[src/rtl/burst_sram_pkg.sv]
// Shared definitions for the burst SRAM controller: FSM state encoding and
// the legality check for wrapping burst lengths.
package burst_sram_pkg;

  typedef enum logic [1:0] {
    ST_IDLE = 2'd0,
    ST_WR   = 2'd1,
    ST_RD   = 2'd2,
    ST_FIN  = 2'd3
  } state_e;

  // Wrapping bursts must cover a power-of-two window so the low address
  // bits can simply roll over inside an aligned block.
  function automatic logic wrap_len_ok(input logic [31:0] len);
    return (len == 32'd2) || (len == 32'd4) || (len == 32'd8) || (len == 32'd16);
  endfunction

endpackage

[src/rtl/burst_sram_ctrl_if.sv]
// Bus bundle for burst_sram_ctrl: command channel, write-data channel,
// read-data channel and the completion/error pulses.
interface burst_sram_ctrl_if #(
  parameter int ADDR_W = 4,
  parameter int DATA_W = 8,
  parameter int LEN_W  = 5
) ();
  import burst_sram_pkg::*;

  logic              cmd_valid;
  logic              cmd_ready;
  logic              cmd_we;
  logic              cmd_wrap;
  logic [ADDR_W-1:0] cmd_addr;
  logic [LEN_W-1:0]  cmd_len;

  logic              wdata_valid;
  logic              wdata_ready;
  logic [DATA_W-1:0] wdata;

  logic              rdata_valid;
  logic              rdata_ready;
  logic [DATA_W-1:0] rdata;
  logic              rdata_perr;

  logic              done;
  logic              err;

  // The block that issues bursts and moves the data.
  modport master (
    output cmd_valid, cmd_we, cmd_wrap, cmd_addr, cmd_len,
    output wdata_valid, wdata, rdata_ready,
    input  cmd_ready, wdata_ready, rdata_valid, rdata, rdata_perr, done, err
  );

  // The memory controller itself.
  modport slave (
    input  cmd_valid, cmd_we, cmd_wrap, cmd_addr, cmd_len,
    input  wdata_valid, wdata, rdata_ready,
    output cmd_ready, wdata_ready, rdata_valid, rdata, rdata_perr, done, err
  );

endinterface

[src/rtl/burst_addr_gen.sv]
// Burst address generator: holds the current word address and beat count of
// the active burst. Incrementing bursts roll over at the top of memory;
// wrapping bursts keep the upper address bits fixed and roll the low bits.
module burst_addr_gen
  import burst_sram_pkg::*;
#(
  parameter int ADDR_W = 4,
  parameter int LEN_W  = 5
) (
  input  logic              clk,
  input  logic              rst,
  input  logic              load_i,
  input  logic [ADDR_W-1:0] start_addr_i,
  input  logic [LEN_W-1:0]  len_i,
  input  logic              wrap_i,
  input  logic              adv_i,
  output logic [ADDR_W-1:0] cur_o,
  output logic              last_o
);

  logic [ADDR_W-1:0] cur_q,     cur_d;
  logic [ADDR_W-1:0] mask_q,    mask_d;
  logic [LEN_W-1:0]  cnt_q,     cnt_d;
  logic [LEN_W-1:0]  lastIdx_q, lastIdx_d;
  logic [ADDR_W-1:0] curInc;

  // The mask selects the address bits allowed to count. An incrementing burst
  // lets every bit count (natural roll-over at DEPTH); a wrapping burst only
  // lets the low log2(len) bits count, so the rest stay at start & ~(len-1).
  always_comb begin
    cur_d     = cur_q;
    mask_d    = mask_q;
    cnt_d     = cnt_q;
    lastIdx_d = lastIdx_q;
    curInc    = cur_q + ADDR_W'(1);
    if (load_i) begin
      cur_d     = start_addr_i;
      mask_d    = wrap_i ? ADDR_W'(len_i - LEN_W'(1)) : '1;
      cnt_d     = '0;
      lastIdx_d = len_i - LEN_W'(1);
    end else if (adv_i) begin
      cur_d = (cur_q & ~mask_q) | (curInc & mask_q);
      cnt_d = cnt_q + LEN_W'(1);
    end
  end

  // Burst bookkeeping registers, cleared by reset so an aborted burst leaves
  // no stale position behind.
  always_ff @(posedge clk or posedge rst) begin
    if (rst) begin
      cur_q     <= '0;
      mask_q    <= '0;
      cnt_q     <= '0;
      lastIdx_q <= '0;
    end else begin
      cur_q     <= cur_d;
      mask_q    <= mask_d;
      cnt_q     <= cnt_d;
      lastIdx_q <= lastIdx_d;
    end
  end

  // Comparing against len-1 rather than len keeps the count within LEN_W
  // bits even for the longest burst.
  assign cur_o  = cur_q;
  assign last_o = (cnt_q == lastIdx_q);

endmodule

[src/rtl/burst_sram_ctrl.sv]
// burst_sram_ctrl: single-port synchronous SRAM behind a burst command
// interface, one beat per clock with per-beat valid/ready on both data paths.
// Optional build macro BURST_SRAM_PARITY_EN adds an even-parity bit per word
// and reports mismatches on rdata_perr alongside the read data.
module burst_sram_ctrl
  import burst_sram_pkg::*;
#(
  parameter int ADDR_W = 4,
  parameter int DATA_W = 8,
  parameter int LEN_W  = 5
) (
  input  logic           clk,
  input  logic           rst,
  burst_sram_ctrl_if.slave bus
);

  localparam int DEPTH = 2 ** ADDR_W;
`ifdef BURST_SRAM_PARITY_EN
  localparam int MEM_W = DATA_W + 1;
`else
  localparam int MEM_W = DATA_W;
`endif

  state_e            state_q, state_d;
  logic              bad_q, bad_d;
  logic              loadedAll_q, loadedAll_d;
  logic              rdValid_q, rdValid_d;
  logic [DATA_W-1:0] rdata_q;

  logic              cmdAccept;
  logic              cmdIllegal;
  logic              wrBeat;
  logic              rdLoad;
  logic [ADDR_W-1:0] agCur;
  logic              agLast;

  logic [MEM_W-1:0]  mem_q [DEPTH];
  logic [MEM_W-1:0]  memWord;
  logic [MEM_W-1:0]  writeWord;

  burst_addr_gen #(
    .ADDR_W(ADDR_W),
    .LEN_W (LEN_W)
  ) u_addr_gen (
    .clk         (clk),
    .rst         (rst),
    .load_i      (cmdAccept),
    .start_addr_i(bus.cmd_addr),
    .len_i       (bus.cmd_len),
    .wrap_i      (bus.cmd_wrap),
    .adv_i       (wrBeat | rdLoad),
    .cur_o       (agCur),
    .last_o      (agLast)
  );

  // A zero-length burst, or a wrapping burst whose length is not a supported
  // power of two, is rejected without touching memory.
  assign cmdIllegal = (bus.cmd_len == '0) ||
                      (bus.cmd_wrap && !wrap_len_ok(32'(bus.cmd_len)));

  // Next-state logic. Reads prefetch into the output register whenever it is
  // empty or being drained, stop once the final beat has been loaded, and the
  // burst ends when that final beat is handshaked.
  always_comb begin
    state_d     = state_q;
    bad_d       = bad_q;
    loadedAll_d = loadedAll_q;
    rdValid_d   = rdValid_q;
    cmdAccept   = 1'b0;
    wrBeat      = 1'b0;
    rdLoad      = 1'b0;
    case (state_q)
      ST_IDLE: begin
        if (bus.cmd_valid) begin
          cmdAccept   = 1'b1;
          loadedAll_d = 1'b0;
          bad_d       = cmdIllegal;
          if (cmdIllegal) begin
            state_d = ST_FIN;
          end else if (bus.cmd_we) begin
            state_d = ST_WR;
          end else begin
            state_d = ST_RD;
          end
        end
      end
      ST_WR: begin
        if (bus.wdata_valid) begin
          wrBeat = 1'b1;
          if (agLast) begin
            state_d = ST_FIN;
          end
        end
      end
      ST_RD: begin
        rdLoad = !loadedAll_q && (!rdValid_q || bus.rdata_ready);
        if (rdLoad) begin
          rdValid_d = 1'b1;
          if (agLast) begin
            loadedAll_d = 1'b1;
          end
        end else if (rdValid_q && bus.rdata_ready) begin
          rdValid_d = 1'b0;
        end
        if (loadedAll_q && rdValid_q && bus.rdata_ready) begin
          state_d = ST_FIN;
        end
      end
      ST_FIN: begin
        state_d = ST_IDLE;
      end
      default: begin
        state_d = ST_IDLE;
      end
    endcase
  end

  // Control state; reset drops any burst in flight back to IDLE.
  always_ff @(posedge clk or posedge rst) begin
    if (rst) begin
      state_q     <= ST_IDLE;
      bad_q       <= 1'b0;
      loadedAll_q <= 1'b0;
      rdValid_q   <= 1'b0;
    end else begin
      state_q     <= state_d;
      bad_q       <= bad_d;
      loadedAll_q <= loadedAll_d;
      rdValid_q   <= rdValid_d;
    end
  end

`ifdef BURST_SRAM_PARITY_EN
  assign writeWord = {^bus.wdata, bus.wdata};
`else
  assign writeWord = bus.wdata;
`endif

  assign memWord = mem_q[agCur];

  // Storage array: written one beat per accepted write handshake. It has no
  // reset so contents survive rst and the array can map onto real SRAM.
  always_ff @(posedge clk) begin
    if (wrBeat) begin
      mem_q[agCur] <= writeWord;
    end
  end

  // Registered read data; only reloaded on a prefetch so a stalled beat
  // holds steady until the consumer takes it.
  always_ff @(posedge clk or posedge rst) begin
    if (rst) begin
      rdata_q <= '0;
    end else if (rdLoad) begin
      rdata_q <= memWord[DATA_W-1:0];
    end
  end

`ifdef BURST_SRAM_PARITY_EN
  logic perr_q;

  // Parity check travels with the data word it belongs to.
  always_ff @(posedge clk or posedge rst) begin
    if (rst) begin
      perr_q <= 1'b0;
    end else if (rdLoad) begin
      perr_q <= memWord[DATA_W] ^ (^memWord[DATA_W-1:0]);
    end
  end

  assign bus.rdata_perr = perr_q;
`else
  assign bus.rdata_perr = 1'b0;
`endif

  assign bus.cmd_ready   = (state_q == ST_IDLE);
  assign bus.wdata_ready = (state_q == ST_WR);
  assign bus.rdata_valid = rdValid_q;
  assign bus.rdata       = rdata_q;
  assign bus.done        = (state_q == ST_FIN) && !bad_q;
  assign bus.err         = (state_q == ST_FIN) && bad_q;

endmodule

[src/flat_wrapper.sv]
// flat-port wrapper written by rule: the top's interface ports become plain ports
module burst_sram_ctrl_flat import burst_sram_pkg::*;
#(
  parameter int ADDR_W = 4,
  parameter int DATA_W = 8,
  parameter int LEN_W  = 5
)
  (clk, rst, bus_cmd_valid, bus_cmd_we, bus_cmd_wrap, bus_cmd_addr, bus_cmd_len, bus_wdata_valid, bus_wdata, bus_rdata_ready, bus_cmd_ready, bus_wdata_ready, bus_rdata_valid, bus_rdata, bus_rdata_perr, bus_done, bus_err);
  burst_sram_ctrl_if #(.ADDR_W(ADDR_W), .DATA_W(DATA_W), .LEN_W(LEN_W)) bus_i ();
  input  logic clk;
  input  logic rst;
  input wire logic [$bits(bus_i.cmd_valid)-1:0] bus_cmd_valid;
  input wire logic [$bits(bus_i.cmd_we)-1:0] bus_cmd_we;
  input wire logic [$bits(bus_i.cmd_wrap)-1:0] bus_cmd_wrap;
  input wire logic [$bits(bus_i.cmd_addr)-1:0] bus_cmd_addr;
  input wire logic [$bits(bus_i.cmd_len)-1:0] bus_cmd_len;
  input wire logic [$bits(bus_i.wdata_valid)-1:0] bus_wdata_valid;
  input wire logic [$bits(bus_i.wdata)-1:0] bus_wdata;
  input wire logic [$bits(bus_i.rdata_ready)-1:0] bus_rdata_ready;
  output wire logic [$bits(bus_i.cmd_ready)-1:0] bus_cmd_ready;
  output wire logic [$bits(bus_i.wdata_ready)-1:0] bus_wdata_ready;
  output wire logic [$bits(bus_i.rdata_valid)-1:0] bus_rdata_valid;
  output wire logic [$bits(bus_i.rdata)-1:0] bus_rdata;
  output wire logic [$bits(bus_i.rdata_perr)-1:0] bus_rdata_perr;
  output wire logic [$bits(bus_i.done)-1:0] bus_done;
  output wire logic [$bits(bus_i.err)-1:0] bus_err;
  assign bus_i.cmd_valid = bus_cmd_valid;
  assign bus_i.cmd_we = bus_cmd_we;
  assign bus_i.cmd_wrap = bus_cmd_wrap;
  assign bus_i.cmd_addr = bus_cmd_addr;
  assign bus_i.cmd_len = bus_cmd_len;
  assign bus_i.wdata_valid = bus_wdata_valid;
  assign bus_i.wdata = bus_wdata;
  assign bus_i.rdata_ready = bus_rdata_ready;
  assign bus_cmd_ready = bus_i.cmd_ready;
  assign bus_wdata_ready = bus_i.wdata_ready;
  assign bus_rdata_valid = bus_i.rdata_valid;
  assign bus_rdata = bus_i.rdata;
  assign bus_rdata_perr = bus_i.rdata_perr;
  assign bus_done = bus_i.done;
  assign bus_err = bus_i.err;
  burst_sram_ctrl #(.ADDR_W(ADDR_W), .DATA_W(DATA_W), .LEN_W(LEN_W)) u_core (.clk(clk), .rst(rst), .bus(bus_i));
endmodule
[config.mk]
export PLATFORM = sky130hd
export DESIGN_NAME = burst_sram_ctrl_flat
export DESIGN_NICKNAME = d
export VERILOG_FILES = /design/src/rtl/burst_sram_pkg.sv /design/src/rtl/burst_sram_ctrl_if.sv /design/src/rtl/burst_addr_gen.sv /design/src/rtl/burst_sram_ctrl.sv /design/src/flat_wrapper.sv
export SDC_FILE = /design/constraint.sdc
export NUM_CORES = 1
export LEC_CHECK = 0
export CORE_ASPECT_RATIO = 0.9
export CORE_UTILIZATION = 30
export DETAILED_ROUTE_END_ITERATION = 8
export PLACE_DENSITY = 0.55
export RECOVER_POWER = 50
export REMOVE_ABC_BUFFERS = 1
export SYNTH_ARGS = -nofsm -noshare
export SYNTH_HDL_FRONTEND = slang
export SYNTH_SLANG_ARGS = --single-unit
[constraint.sdc]
create_clock -name clk -period 4.3 [get_ports clk]
set_input_delay 0.86 -clock clk [delete_from_list [all_inputs] [get_ports clk]]
set_output_delay 0.86 -clock clk [all_outputs]
set_load 0.05 [all_outputs]
-- Word-level counts from Yosys, hierarchy flattened
Memory sizes are Yosys's and may differ from the RTL's. A register that Yosys moved wholly into a read port is not among the register bits.
Index checks and enable logic that the tools add are counted.
Widths: inputs -> output; s select.
- $add $sub $neg: 3
- $mul: 0
- div/mod/pow operators: 0
- magnitude comparators: 0
- eq/ne operators: 14
- shift-type cells: 0
- mux-type cells: 25
- bitwise gates (word level): 5
- reduce and logical (&&, ||, !) cells: 25
- operators with widths (cell ; count):
    $mux 1 ; 12
    $mux 2 ; 6
    $mux 4 ; 3
    $mux 5 ; 2
    $and 4x4->4 ; 2
    $ne 2x1->1 const B ; 4
    $pmux 2 s4 ; 1
    $reduce_and 4->1 ; 2
    $logic_and 1x1->1 ; 7
    $reduce_bool 2->1 ; 3
    $add 5x1->5 const B ; 1
    $eq 5x2->1 const B ; 1
    $eq 5x3->1 const B ; 1
    $eq 5x4->1 const B ; 1
    $eq 5x5->1 ; 1
    $eq 5x5->1 const B ; 1
    $logic_not 5->1 ; 1
    $logic_or 1x1->1 ; 5
    $sub 5x1->5 const B ; 1
    $add 4x1->4 const B ; 1
    $eq 2x2->1 const B ; 2
    $logic_not 1->1 ; 4
    $ne 2x2->1 const B ; 2
    $not 4->4 ; 1
    6 further kinds ; 7
- register bits: 23
- bits in latches: 0
- bits in writable memories: 128
- memory bits (read-only): 0
- input port bits: 24
- output and inout port bits: 14
- word-level logic and storage cells: 81
- memories: 1
- memory list (memory ; depth ; bits a word ; rd ports ; clocked after memory_dff ; wr ports ; RTL line ; text):
    u_core.mem_q ; 16 ; 8 ; 1 ; 1 ; 1 ; burst_sram_ctrl.sv:37 ; logic [MEM_W-1:0] mem_q [DEPTH];

-- Longest topological paths before layout
- depth in word-level cells: 10
- gate-level depth with buffers: 8
- depth with buffers taken out: 7

-- Cells and area by module
Synthesis repeated with hierarchy kept, for this count alone.
- cell total of the unflattened synthesis: 380
- area, all modules: 6558.8 µm²
- modules (own cells, without submodules) (module ; instances ; cells an instance ; area each (µm²) ; sequential area each (µm²)):
    burst_sram_ctrl ; 1 ; 291 ; 5666.7 ; 4169.0
    burst_addr_gen ; 1 ; 89 ; 892.1 ; 450.4

-- Worst setup path after synthesis
No wires, ideal clock.
- kind: register -> register
- start point: reg u_core.state_q[1]
- end point: mem u_core.mem_q[8][0] in the netlist's numbering, enable pin
- setup time: 385 ps
- arrival time: 2024 ps
- data required time: 3915 ps
- path slack: 1891 ps
- cell stages (with the launch flop): 6
- buffers on the path: 0
- clock period less this slack: 2409 ps
- cells stage by stage: dfrtp_1 -> inv_1 -> ha_1 -> and2_1 -> nand2_1 -> nor3b_1
- word-level cells in the longest chain between the ends: 4
- RTL lines (element ; RTL line ; text):
    from (decl) ; burst_sram_ctrl.sv:24 ; state_e state_q, state_d;
    from (signal assigned) ; burst_sram_ctrl.sv:126 ; state_q <= state_d;
    $eq 2x1->1 ; - ;
    via bus_wdata_ready ; flat_wrapper.sv:21 ; output wire logic [$bits(bus_i.wdata_ready)-1:0] bus_wdata_ready;
    $mux 1 ; burst_sram_ctrl.sv:72 ; case (state_q)
    $mux 1 ; burst_sram_ctrl.sv:144 ; if (wrBeat) begin
    $mux 1 (implied by the code) ; burst_sram_ctrl.sv:145 ; mem_q[agCur] <= writeWord;
    to (decl) ; burst_sram_ctrl.sv:37 ;
The timed path passes the listed nets, and every way through them passes these cells.

-- Worst setup path after layout
- start point: reg u_core.state_q[0]
- end point: out bus_cmd_ready
- word-level cells in the longest chain between the ends: 1
- RTL lines (element ; RTL line ; text):
    $logic_not 2->1 ; burst_sram_ctrl.sv:176 ; assign bus.cmd_ready = (state_q == ST_IDLE);
    to (decl) ; flat_wrapper.sv:20 ; output wire logic [$bits(bus_i.cmd_ready)-1:0] bus_cmd_ready;
Every way passes these cells.

==> results.txt <==
In the layout the commonest cells are 128 x sky130_fd_sc_hd__edfxtp_1, 30 x sky130_fd_sc_hd__dfrtp_1, 28 x sky130_fd_sc_hd__mux4_2. Before antenna repair, the detailed router went through 4 iterations. The area of the placeable core came out at 21630 um2. In the final routed layout, each cell accounts on average for 18.48 um. The max-slew violation total from the final report came out at 0.

The number of antenna violations at the first check in global routing is 0. The setup TNS came out at 0 ns. The die covers 22700 um2. The total setup violations reported at the end of the flow is 0. The number of CTS-inserted buffers came out at 17. The number of hold buffers added after cts is 0. In this run the cell area of the synthesized design comes to 6631 um2. Across all register-to-register paths, the minimum setup slack is 1.77 ns.

The worst path required time came out at 3.44 ns. After clock tree synthesis, the clock-pin slew on the worst setup and hold paths is 0.06 ns. The part of the Yosys area used for sequential elements is 0.6966. The area overhead of the layout relative to synthesis came out at 18.11%. The internal power of the cells is 3.343 mW. STA classifies the critical path endpoint as an output pin. Of the total power, the clock network draws 0.278. The largest fanout on the critical path is 8. Post-CTS repair changed the size of 0 cells. Headroom to the max-slew limit came out at 0.2027.

For the pin with the worst max-slew slack, the measured transition is 1.196 ns. The final RePlAce weighted congestion is 0.7328. The clock net in this run drives a total of 159 sinks.

Buffers added to address setup during post-CTS repair amount to 0. The number of hold violations in the final report came to 0. The root cell of the clock tree is sky130_fd_sc_hd__clkbuf_16. The power per cell area is 641.2 nW/um2. The synthesized design spends more area on one cell type than any other, namely sky130_fd_sc_hd__edfxtp_1. TritonCTS built the clock tree.

The estimated wirelength of the detail-placed design is 9.002 mm. The startpoint of the most critical hold path is u_core.u_addr_gen.lastIdx_q[3]. The later pin in the worst-skew pair is clocked with a latency of 0.42 ns. The starting utilization of the core area is 0.3066.

The final core utilization came out at 0.3621. The die span in y is 143.0 um. The layout filler cell count is 2028.

The run finished with clean final reports. The synthesized flop and latch total came out at 159. Across the VDD grid, the largest voltage drop is 294.3 uV.

The H-tree depth reported by CTS came out at 4. The worst path in the final design needs a cycle of 2.957 ns, including I/O delays and setup. The number of port buffers is 36.

The net count reported at finish came out at 473. The number of global-route vias before repair came to 3618. The first global-routing pass estimated 21.24 mm of wire.

The worst hold path belongs to the class register to register. After detailed routing, the number of remaining DRC violations is 0. The switching power total is 1.680 mW. The total global-route track usage came out at 0.1286.

The average cell area after synthesis came out at 16.87 um2. The deepest clock path buffer count is 2. The share of Yosys cell area claimed by the top area cell type is 0.5796. The start-to-end type of the worst setup path is register to output pin. The most frequent standard cell in the layout excluding fill and tap cells is sky130_fd_sc_hd__edfxtp_1. The detail route stage leaves a number of antenna-violating nets equal to 0. Entering global routing, the biggest net connects 28 pins. After floorplanning, the core was divided into 51 placement rows. By area the synthesized netlist is led by sky130_fd_sc_hd__edfxtp_1 58%, sky130_fd_sc_hd__dfrtp_1 12%, sky130_fd_sc_hd__mux4_2 9.5%. The critical path data arrival time is 2.10 ns.

The total global routing overflow is 0. The chip width is 158.7 um. The worst setup path is launched from a register.

The number of design-rule violations left by the first detailed-router iteration is 210. The logic gate share of total power came out at 0.313. The number of max-cap violations is 0.

The final setup skew came out at 0.006834 ns. Setup repair after global routing left no endpoint under its margin. The repair_antennas step left the layout with diodes totalling 0. Using the TritonRoute via totals, the vias-per-cell ratio works out to 4.548. The proportion of layout cells with a drive suffix above 1 is 0.1467.

The synthesized instance count is 393. The Yosys step of the flow raised 0 warnings. The count of vias placed by the detailed router came out at 3370. Counting distinct cell types in the post-synthesis netlist gives 35.

The total leakage power came out at 2.735 nW. The beginning of the critical path is u_core.state_q[0]. Of the total power, the share spent switching nets is 0.3344. The final wirelength is 13.70 mm. The share of total power dissipated in sequential elements is 0.409.

Of the available clock period, the critical path in the final layout requires 0.6876. The number of ports placed on the die boundary came out at 38. The maximum achievable frequency is 338.2 MHz.
[metal layers]
| metal | global-route usage | share of wire |
|---|---|---|
| met5 | 0 | 0 |
| met4 | 0.04752 | 0.0099 |
| met3 | 0.02701 | 0.027 |
| met2 | 0.2154 | 0.50 |
| met1 | 0.1649 | 0.46 |
[worst paths after layout]
path                                             endpoint  depth (start not counted)
hold / removal             u_core.u_addr_gen.lastIdx_q[3]                          2
max in group asynchronous      u_core.u_addr_gen.cnt_q[2]                          3
setup reg to reg                      u_core.bus.rdata[7]                          6
hold reg to reg            u_core.u_addr_gen.lastIdx_q[3]                          2
min in group asynchronous                    u_core.bad_q                          2
setup / recovery                            bus_cmd_ready                          3
[synthesized netlist by cell type]
cell / number
sky130_fd_sc_hd__a21oi_1: 12
sky130_fd_sc_hd__a31o_2: 1
sky130_fd_sc_hd__a31oi_1: 8
sky130_fd_sc_hd__and2_1: 13
sky130_fd_sc_hd__and3_1: 5
sky130_fd_sc_hd__buf_1: 2
sky130_fd_sc_hd__buf_12: 1
sky130_fd_sc_hd__buf_2: 4
sky130_fd_sc_hd__buf_4: 2
sky130_fd_sc_hd__buf_6: 2
sky130_fd_sc_hd__clkbuf_1: 5
sky130_fd_sc_hd__conb_1: 1
sky130_fd_sc_hd__dfrtp_1: 31
sky130_fd_sc_hd__edfxtp_1: 128
sky130_fd_sc_hd__ha_1: 12
sky130_fd_sc_hd__inv_1: 13
sky130_fd_sc_hd__inv_2: 1
sky130_fd_sc_hd__mux2_2: 2
sky130_fd_sc_hd__mux2i_1: 19
sky130_fd_sc_hd__mux4_1: 4
sky130_fd_sc_hd__mux4_2: 28
sky130_fd_sc_hd__nand2_1: 20
sky130_fd_sc_hd__nand2b_1: 2
sky130_fd_sc_hd__nand3_1: 4
sky130_fd_sc_hd__nand4_1: 4
sky130_fd_sc_hd__nand4_2: 1
sky130_fd_sc_hd__nor2_1: 27
sky130_fd_sc_hd__nor2b_1: 1
sky130_fd_sc_hd__nor3_1: 2
sky130_fd_sc_hd__nor3b_1: 2
sky130_fd_sc_hd__o21ai_0: 12
sky130_fd_sc_hd__o21ai_1: 7
sky130_fd_sc_hd__o221ai_1: 2
sky130_fd_sc_hd__xnor2_1: 12
sky130_fd_sc_hd__xor2_1: 3
[area by class of cell]
| class | count | area [um2] | share of cell area |
|---|---|---|---|
| flip-flops and latches | 159 | 4621 | 0.5899 |
| clock buffers | 19 | 432.9 | 0.05527 |
| repair buffers | 41 | 394.1 | 0.05032 |
| inverters | 14 | 52.55 | 0.006709 |
| multi-input cells | 204 | 1856 | 0.2369 |
| well taps | 291 | 364.1 | 0.04649 |
| clock inverters | 13 | 112.6 | 0.01438 |
[worst max-delay path: stages, from the launching register on]
cell	delay, ns
sky130_fd_sc_hd__dfrtp_1	0.41
sky130_fd_sc_hd__inv_1	0.09
sky130_fd_sc_hd__ha_1	0.31
sky130_fd_sc_hd__clkdlybuf4s50_1	0.86
[power by group through the flow]
stage               Combinational, mW  Clock [mW]  Sequential [mW]
floorplan                       0.958           0             2.22
global placement                 1.58           0             2.08
detailed placement               1.60           0             2.09
CTS                              1.60        1.43             2.06
global route                     1.72        1.49             2.08
finish                           1.57        1.40             2.05
[flip-flops by register name, indices dropped and copies added (netlist names), named ones only]
register	count
u_core.bad_q	1
u_core.bus.rdata	8
u_core.bus.rdata_valid	1
u_core.loadedAll_q	1
u_core.mem_q	128
u_core.state_q	2
u_core.u_addr_gen.cnt_q	5
u_core.u_addr_gen.cur_o	1
u_core.u_addr_gen.lastIdx_q	5
u_core.u_addr_gen.mask_q	4
[cell families after synthesis]
logic type               synth area share
AND/OR/NAND/NOR                   0.05887
AO/OA/AOI/OAI                     0.03491
adder cells (fa/ha/maj)           0.02264
multiplexers                       0.1430
other                           0.0005655
flip-flops                         0.6966
XOR/XNOR                          0.01981
buffers and inverters             0.02358
[metrics by stage]
step / hold slack [ns] / area, um2 / worst slack, ns / instances / power (mW)
after floorplan: 0.4645 / 6528 / 1.712 / 377 / 3.173
after detailed placement: 0.5015 / 7291 / 1.539 / 709 / 3.689
final: 0.5071 / 7833 / 1.343 / 741 / 5.022
after CTS: 0.5115 / 7836 / 1.314 / 741 / 5.090
after global placement: 0.4874 / 7291 / 1.559 / 709 / 3.663
after global routing: 0.5496 / 7833 / 1.265 / 741 / 5.287
(Power assumes the default switching activity.)
